## config.mk

```make
export PLATFORM = sky130hd
export DESIGN_NAME = alu_core
export DESIGN_NICKNAME = d
export VERILOG_FILES = /design/src/rtl/alu_core.sv
export SDC_FILE = /design/constraint.sdc
export NUM_CORES = 1
export LEC_CHECK = 0
export CAP_MARGIN = 30
export CORE_ASPECT_RATIO = 1.25
export CORE_MARGIN = 10
export CORE_UTILIZATION = 40
export CTS_CLUSTER_DIAMETER = 150
export DETAILED_ROUTE_END_ITERATION = 10
export GPL_TIMING_DRIVEN = 0
export PLACE_DENSITY = 0.78
export RECOVER_POWER = 50
export SYNTH_ARGS = -nofsm -noshare
export SYNTH_HDL_FRONTEND = slang
export SYNTH_SLANG_ARGS = --single-unit
```

## constraint.sdc

```tcl
create_clock -name clk -period 0.8 [get_ports clk]
set_input_delay 0.16 -clock clk [delete_from_list [all_inputs] [get_ports clk]]
set_output_delay 0.16 -clock clk [all_outputs]
set_load 0.03 [all_outputs]
```

## src/rtl/alu_core.sv

```systemverilog
// 8-bit two-mode logic ALU with a registered result and a sticky result-match interrupt.
// The interrupt is a two-state FSM, set by trigger values and cleared by alu_irq_clr.
//
//   state      | meaning
//   -----------+-------------------------------------------------------------
//   ST_IDLE    | no interrupt pending, alu_irq = 0
//   ST_PENDING | a trigger result was produced and not yet cleared, alu_irq = 1
module alu_core #(
  parameter int DATA_W = 8,
  parameter bit IRQ_EN = 1'b1
) (
  input  logic              clk,
  input  logic              rst_n,
  input  logic              alu_enable,
  input  logic              alu_enable_a,
  input  logic              alu_enable_b,
  input  logic [1:0]        alu_op_a,
  input  logic [1:0]        alu_op_b,
  input  logic [DATA_W-1:0] alu_in_a,
  input  logic [DATA_W-1:0] alu_in_b,
  input  logic              alu_irq_clr,
  output logic [DATA_W-1:0] alu_out,
  output logic              alu_irq
);

  typedef enum logic {
    ST_IDLE    = 1'b0,
    ST_PENDING = 1'b1
  } irq_state_e;

  irq_state_e        state_q, state_d;
  logic [DATA_W-1:0] alu_out_q, alu_out_d;
  logic [DATA_W-1:0] result;
  logic              cmd_valid;
  logic              hit;
  logic              trigger;

  // Exactly one mode enable qualifies a command; both set is illegal and ignored.
  assign cmd_valid = alu_enable & (alu_enable_a ^ alu_enable_b);

  always_comb begin
    result = '0;
    hit    = 1'b0;
    if (alu_enable_a) begin
      case (alu_op_a)
        2'b00: begin
          result = alu_in_a & alu_in_b;
          hit    = (result == DATA_W'(8'hFF));
        end
        2'b01: begin
          result = ~(alu_in_a & alu_in_b);
          hit    = (result == DATA_W'(8'h00));
        end
        2'b10: begin
          result = alu_in_a | alu_in_b;
          hit    = (result == DATA_W'(8'hF8));
        end
        default: result = alu_in_a ^ alu_in_b;
      endcase
    end else begin
      case (alu_op_b)
        2'b00: begin
          result = ~(alu_in_a ^ alu_in_b);
          hit    = (result == DATA_W'(8'hF1));
        end
        2'b01: begin
          result = alu_in_a & alu_in_b;
          hit    = (result == DATA_W'(8'hF4));
        end
        2'b10: begin
          result = ~(alu_in_a | alu_in_b);
          hit    = (result == DATA_W'(8'hFF));
        end
        default: result = alu_in_a | alu_in_b;
      endcase
    end
  end

  assign trigger   = cmd_valid & hit;
  assign alu_out_d = cmd_valid ? result : alu_out_q;

  // A trigger on the same edge as a clear keeps the interrupt set.
  always_comb begin
    state_d = state_q;
    case (state_q)
      ST_IDLE:    if (trigger) state_d = ST_PENDING;
      ST_PENDING: if (alu_irq_clr && !trigger) state_d = ST_IDLE;
      default:    state_d = ST_IDLE;
    endcase
    if (!IRQ_EN) state_d = ST_IDLE;
  end

  always_ff @(posedge clk or negedge rst_n) begin
    if (!rst_n) begin
      state_q   <= ST_IDLE;
      alu_out_q <= '0;
    end else begin
      state_q   <= state_d;
      alu_out_q <= alu_out_d;
    end
  end

  assign alu_out = alu_out_q;
  assign alu_irq = (state_q == ST_PENDING);

endmodule
```

==> flow_summary_export.csv, run 1 <==
group,metric,value,unit
critical_path,cp-start-kind,"input pin",
grt,grt_pass1_vias,1662,
critical_path,rr_startpoint,"alu_out[3]",
critical_path,cp_max_fo,2,
logic_synthesis,synth_fa_ha_area_share,21.5,%
clocking,clock-sinks,9,
routing,avgRoutedWirePerCell,19.1,um
sta,fin_crit_sh,161,%
logic_synthesis,yosysUniqueCellTypes,35,
sta,fin_skew,0,ns
critical_path,crit_buf_inv,2,
logic_synthesis,postSynthAreaPerCell,8.16,um2
hold_path,min_path_type,"in2async",
clocking,clk_path_buf_depth,2,
cells_and_area,nFillCells,228,
logic_synthesis,synth-seq-area-share,16.1,%
sta,finalHoldViolations,0,
routing,vias,1488,
die,dieArea,6260,um2
routing,via_per_inst,5.75,
sta,relSlewSlack,72.2,%
cells_and_area,num_antenna_cells,0,
critical_path,arrival,1.45,ns
critical_path,crit_path_start,"alu_in_a[6]",
sta,report.final.slew_viol_count,0,
pwr,p_per_area,1190,nW/um2
critical_path,critPathRequiredTime,0.96,ns
clocking,cts_made_buffers,3,
critical_path,worstSetupPathType,"in2reg",
cells_and_area,drive_above_1_share,50.9,%
logic_synthesis,syn_inst,171,
outcome,status,"finished with violations",
die,start_util,42.5,%
die,die_y,86.0,um
outcome,violations,"negative setup slack",
clocking,htree_levels,1,
cells_and_area,seqCellArea,225,um2
logic_synthesis,synth_edf_count,0,
sta,fin_crit,1.29,ns
die,io_pins,35,
grt,grt_pass1_wl,7.88,mm
clocking,clk_pin_slew,0.05,ns
place,dpl_worst_slack,-1.32,ns
cells_and_area,fin_util,73.7,%
critical_path,slowest_delay,0.52,ns
critical_path,path_delay_family,"simple AND/OR/NAND/NOR gates",
clocking,cts-root-buf,"clkbuf_8",
die,fp.coreArea,3280,um2
logic_synthesis,synth_mux_area_share,8.34,%
logic_synthesis,synthArstFlopShare,100,%
cells_and_area,nNetsFinal,273,
critical_path,slowest_stage,"or4b_4",
grt,grt_antenna_before_repair,0,
routing,drc,0,
routing,drt_iter0_markers,110,
pwr,fin_total_pwr,0.00287,W
critical_path,crit_path_end_kind,"register",
routing,routed_wl,4.95,mm
sta,fmax,0.774,GHz
place,portBuffers,33,
cells_and_area,synthToLayoutAreaGrowth,73.3,%
logic_synthesis,synthesis.nets,221,
sta,worstMarginPinSlew,0.416,ns
clocking,clk_latency,0.24,ns
clocking,hold_buffers,0,
sta,setup_ws,-0.492,ns
logic_synthesis,ys_seq_elements,9,
logic_synthesis,synthSimpleGateAreaFrac,20.4,%
pwr,power.leakage,1.02,nW
place,place.gp.congestion,0.942,
logic_synthesis,syn-cell-area,1400,um2
logic_synthesis,synth_top_family_by_area,"adder cells",
die,die_w,72.8,um
logic_synthesis,ys_warn_count,0,
die,row_count,23,
routing,final_antenna_net_count,0,
cells_and_area,multi_input_area,1220,um2
critical_path,path_cells,"buf_8 > inv_6 > ha_4 > or4b_4 > nor4_2 > o41ai_1 > o22ai_1",
logic_synthesis,synth_compound_area_share,18.0,%
pwr,vdd_drop_max,1250,uV
logic_synthesis,synth-xor-area-share,3.77,%
grt,grt_max_degree,11,
grt,overflow,0,
job,drv_cap,0,
place,post-dp-hpwl,3.47,mm
sta,setup_violations,18,
clocking,tritoncts,"yes",
grt,grtUsageTotal,15.3,%
logic_synthesis,ys.flop_type,"dfrtp_1",
routing,dr.pass1.iters,4,
sta,rsz0062_at_grt,"true",
==> final cells by class <==
| class | instances | area share, % |
|---|---|---|
| Multi-Input combinational cell | 124 | 50.5 |
| Timing Repair Buffer | 48 | 23.3 |
| Inverter | 28 | 9.73 |
| Sequential cell | 9 | 9.32 |
| Buffer | 9 | 3.36 |
| Tap cell | 37 | 1.92 |
| Clock buffer | 4 | 1.86 |
==> routing by layer <==
| metal | vias to the layer above | GRT usage [%] | part of all wire (%) | routed length, um |
|---|---|---|---|---|
| met2 | 59 | 29.3 | 57 | 2810 |
| met5 | - | 0 | 0 | 0 |
| met3 | 12 | 2.54 | 5.3 | 262 |
| met1 | 721 | 15.0 | 36 | 1780 |
| met4 | 0 | 7.96 | 2.0 | 97 |
| li1 | 696 | - | - | - |
==> worst paths after layout <==
path | endpoint | slack (ns) | cells after the start
max | alu_irq | -0.49 | 7
min | alu_out[2] | 0.29 | 1
max reg2reg | alu_out[3] | -0.13 | 3
min reg2reg | alu_out[0] | 0.51 | 2
max in group asynchronous | alu_out[5] | 0.22 | 1
min in group clk | alu_out[0] | 0.30 | 4
==> where the power goes <==
part	switching (W)	total [W]	internal (W)	leakage, nW
Clock	0.000199	0.000548	0.000349	0.0228
Sequential	0.0000715	0.000620	0.000549	0.103
Combinational	0.000833	0.00171	0.000873	0.891
Total	0.00110	0.00287	0.00177	1.02
==> cells in the final DEF, fill, tap and decap left out, types with 4 or more instances in the layout <==
cell type  count
mux4_2         5
buf_12         6
nand2_1       14
nor2_1        13
buf_6         21
ha_4           8
buf_4         11
dfrtp_1        9
ha_2           4
o211ai_1       9
inv_1          9
buf_8          9
a31oi_1        6
xor2_1         5
inv_6          6
inv_12         7
ha_1          12
==> stage by stage <==
step / cells / instance area, um2 / TNS, ns / hold WS [ns]
global placement: 241 / 2000 / -12.57 / 0.463
floorplan: 171 / 1620 / -2.63 / -0.136
detailed placement: 241 / 2000 / -12.91 / 0.479
finish: 259 / 2420 / -3.46 / 0.288
CTS: 258 / 2330 / -3.30 / 0.229
global route: 259 / 2420 / -3.82 / 0.326
==> cell families (layout without fill, tap and decap cells) <==
group / Yosys count / after routing
AOI/OAI and AO/OA: 36 / 36
xor gates and xnor gates: 6 / 6
adders and majority gates: 24 / 24
buffers and inverters: 38 / 89
DFF: 9 / 9
muxes: 5 / 5
and+or+nand+nor: 53 / 53
==> flip-flops by register name, indices dropped and copies added (netlist names) <==
register	count
alu_out	8
alu_irq	1
==> synthesized netlist by cell type, types with 2 or more instances <==
| cell | n | area share [%] |
|---|---|---|
| buf_2 | 5 | 1.8 |
| a211o_1 | 2 | 1.3 |
| nor2_1 | 16 | 4.3 |
| nand3_1 | 3 | 1.1 |
| dfrtp_1 | 9 | 16 |
| o211ai_1 | 9 | 4.8 |
| xor2_1 | 6 | 3.8 |
| nor2b_1 | 4 | 1.8 |
| or4b_1 | 2 | 1.4 |
| nor4_1 | 3 | 1.3 |
| a31oi_1 | 7 | 3.1 |
| a211oi_1 | 5 | 2.7 |
| ha_1 | 24 | 22 |
| clkbuf_1 | 2 | 0.54 |
| and2_1 | 3 | 1.3 |
| o21ai_1 | 3 | 1.1 |
| o311ai_1 | 2 | 1.3 |
| o21ai_0 | 3 | 1.1 |
| mux4_2 | 4 | 6.5 |
| buf_4 | 2 | 1.1 |
| nand2_1 | 16 | 4.3 |
| inv_1 | 28 | 7.5 |
==> timing repair <==
item | CTS | global route
pin swaps | 29 | 12
setup buffers | 11 | 1
setup endpoints to repair | 18 | 18
cloned | 3 | 0
gates resized for setup | 241 | 18
Note: power is estimated with default switching activity, not from simulation.
==> run 2, diff against run 1 <==
- GPL_TIMING_DRIVEN: 0 -> not set
- REMOVE_ABC_BUFFERS: not set -> 1
- SLEW_MARGIN: not set -> 5
==> flow_summary_export.csv, run 2 (same netlist as run 1, synthesis figures left out) <==
group,metric,value,unit
outcome,status,"finished with violations",
outcome,violations,"negative setup slack",
routing,drt_iter0_markers,152,
critical_path,cp-start-kind,"input pin",
die,start_util,42.5,%
die,die_y,86.0,um
pwr,power.leakage,1.12,nW
cells_and_area,nNetsFinal,291,
pwr,vdd_drop_max,1130,uV
sta,finalHoldViolations,0,
routing,routed_wl,6.11,mm
clocking,cts_made_buffers,3,
place,portBuffers,34,
routing,drt-met1-wl,2.11,mm
critical_path,r2r_slack,0.01,ns
place,dp_cells,259,
routing,met3_length,470,um
place,dpl_worst_slack,-1.25,ns
critical_path,cp_max_fo,2,
hold_path,min_path_type,"in2async",
critical_path,crit_path_end_kind,"register",
clocking,hold_buffers,0,
sta,worstMarginPinSlew,0.410,ns
clocking,tritoncts,"yes",
die,dieArea,6260,um2
critical_path,worstSetupPathType,"in2reg",
routing,avgRoutedWirePerCell,22.0,um
routing,drc,0,
sta,fin_skew,0,ns
grt,grt_antenna_before_repair,0,
sta,rsz0062_at_grt,"true",
die,fp.coreArea,3280,um2
cells_and_area,num_antenna_cells,0,
die,row_count,23,
cells_and_area,synthToLayoutAreaGrowth,85.6,%
place,place.gp.congestion,0.895,
routing,final_antenna_net_count,0,
cells_and_area,stdcell_area,2590,um2
cells_and_area,largest_reg_flops,8,
cells_and_area,layout_commonest_cell,"buf_4",
cells_and_area,fin_cells,277,
sta,fin_setup_tns,-3.99,ns
pwr,p_per_area,1130,nW/um2
critical_path,critPathRequiredTime,0.94,ns
clocking,clk_pin_slew,0.05,ns
routing,via_per_inst,6.11,
grt,grt_pass1_vias,1722,
job,drv_cap,0,
sta,fin_crit,1.40,ns
routing,vias,1693,
routing,top_layer,"met4",
critical_path,arrival,1.54,ns
place,placed_area,1930,um2
cells_and_area,layout_common_cells,"buf_4 (28), buf_6 (23), ha_4 (15), inv_4 (13), nor2_1 (13)",
routing,dr.pass1.iters,4,
grt,grtUsageTotal,17.4,%
die,die_w,72.8,um
sta,fmax,0.715,GHz
grt,grt_pass1_wl,8.63,mm
grt,overflow,0,
clocking,htree_levels,1,
pwr,fin_total_pwr,0.00293,W
sta,setup_violations,18,
grt,grt_max_degree,12,
sta,fin_crit_sh,175,%
sta,report.final.slew_viol_count,0,
cells_and_area,drive_above_1_share,57.9,%
routing,wl_met2,3.11,mm
clocking,clock-sinks,9,
place,post-dp-hpwl,3.30,mm
sta,relSlewSlack,72.6,%
clocking,cts-root-buf,"clkbuf_8",
sta,setup_ws,-0.598,ns
clocking,clk_path_buf_depth,2,
die,io_pins,35,
clocking,clk_latency,0.24,ns
[run 2: changes by cell type in the layout (fill, tap and decap cells not counted), sizes merged]
cell | previous run | this run
dlygate4sd2 | 1 | 3
clkbuf | 8 | 3
dlymetal6s2s | 0 | 1
buf | 50 | 66
clkdlybuf4s15 | 0 | 2
and2 | 3 | 4
clkinv | 0 | 1
[run 2: final cells by class]
type                            instances  area, um2
Tap cell                               37       46.3
Timing Repair Buffer                   74        763
Inverter                               28        143
Sequential cell                         9        225
Clock buffer                            3       41.3
Clock inverter                          1       5.00
Fill cell                             194        691
Multi-Input combinational cell        125       1370
[run 2: repair_timing]
action	CTS	global route
endpoints found under the setup margin	18	18
gates resized for setup	198	31
gates cloned	1	0
setup buffers	12	2
pin swaps	38	16
[run 2: routing by layer]
layer  track usage, %  vias to the layer above
met5                0                        -
met2             31.1                      116
met4             12.1                        0
met1             17.2                      804
met3             3.46                       41
li1                 -                      732
[run 2: through the flow]
step / hold slack, ns / util [%]
floorplan: -0.136 / -
global placement: 0.464 / 58.8
detailed placement: 0.475 / 58.8
CTS: 0.244 / 74.6
global route: 0.411 / 78.9
finish: 0.365 / 78.9
[run 2: final timing paths]
kind | startpoint | end | depth (start not counted)
max | alu_in_a[6] | alu_irq | 8
min | rst_n | alu_out[1] | 2
max reg2reg | alu_out[7] | alu_out[7] | 3
min reg2reg | alu_out[5] | alu_out[5] | 2
max in group asynchronous | rst_n | alu_out[6] | 2
min in group clk | alu_enable | alu_out[0] | 3
[run 2: worst max-delay path, cell delays in order]
cell and delay (ns):
buf_6 0.08, inv_4 0.03, buf_4 0.12, ha_1 0.25
nor4_4 0.31, nand3_1 0.17, o211a_1 0.25, o22ai_1 0.17
[run 2: where the power goes]
group	total (W)	switching, W	internal [W]
sequential	0.000612	0.0000642	0.000548
clock	0.000544	0.000203	0.000341
combinational	0.00177	0.000870	0.000900
total	0.00293	0.00114	0.00179
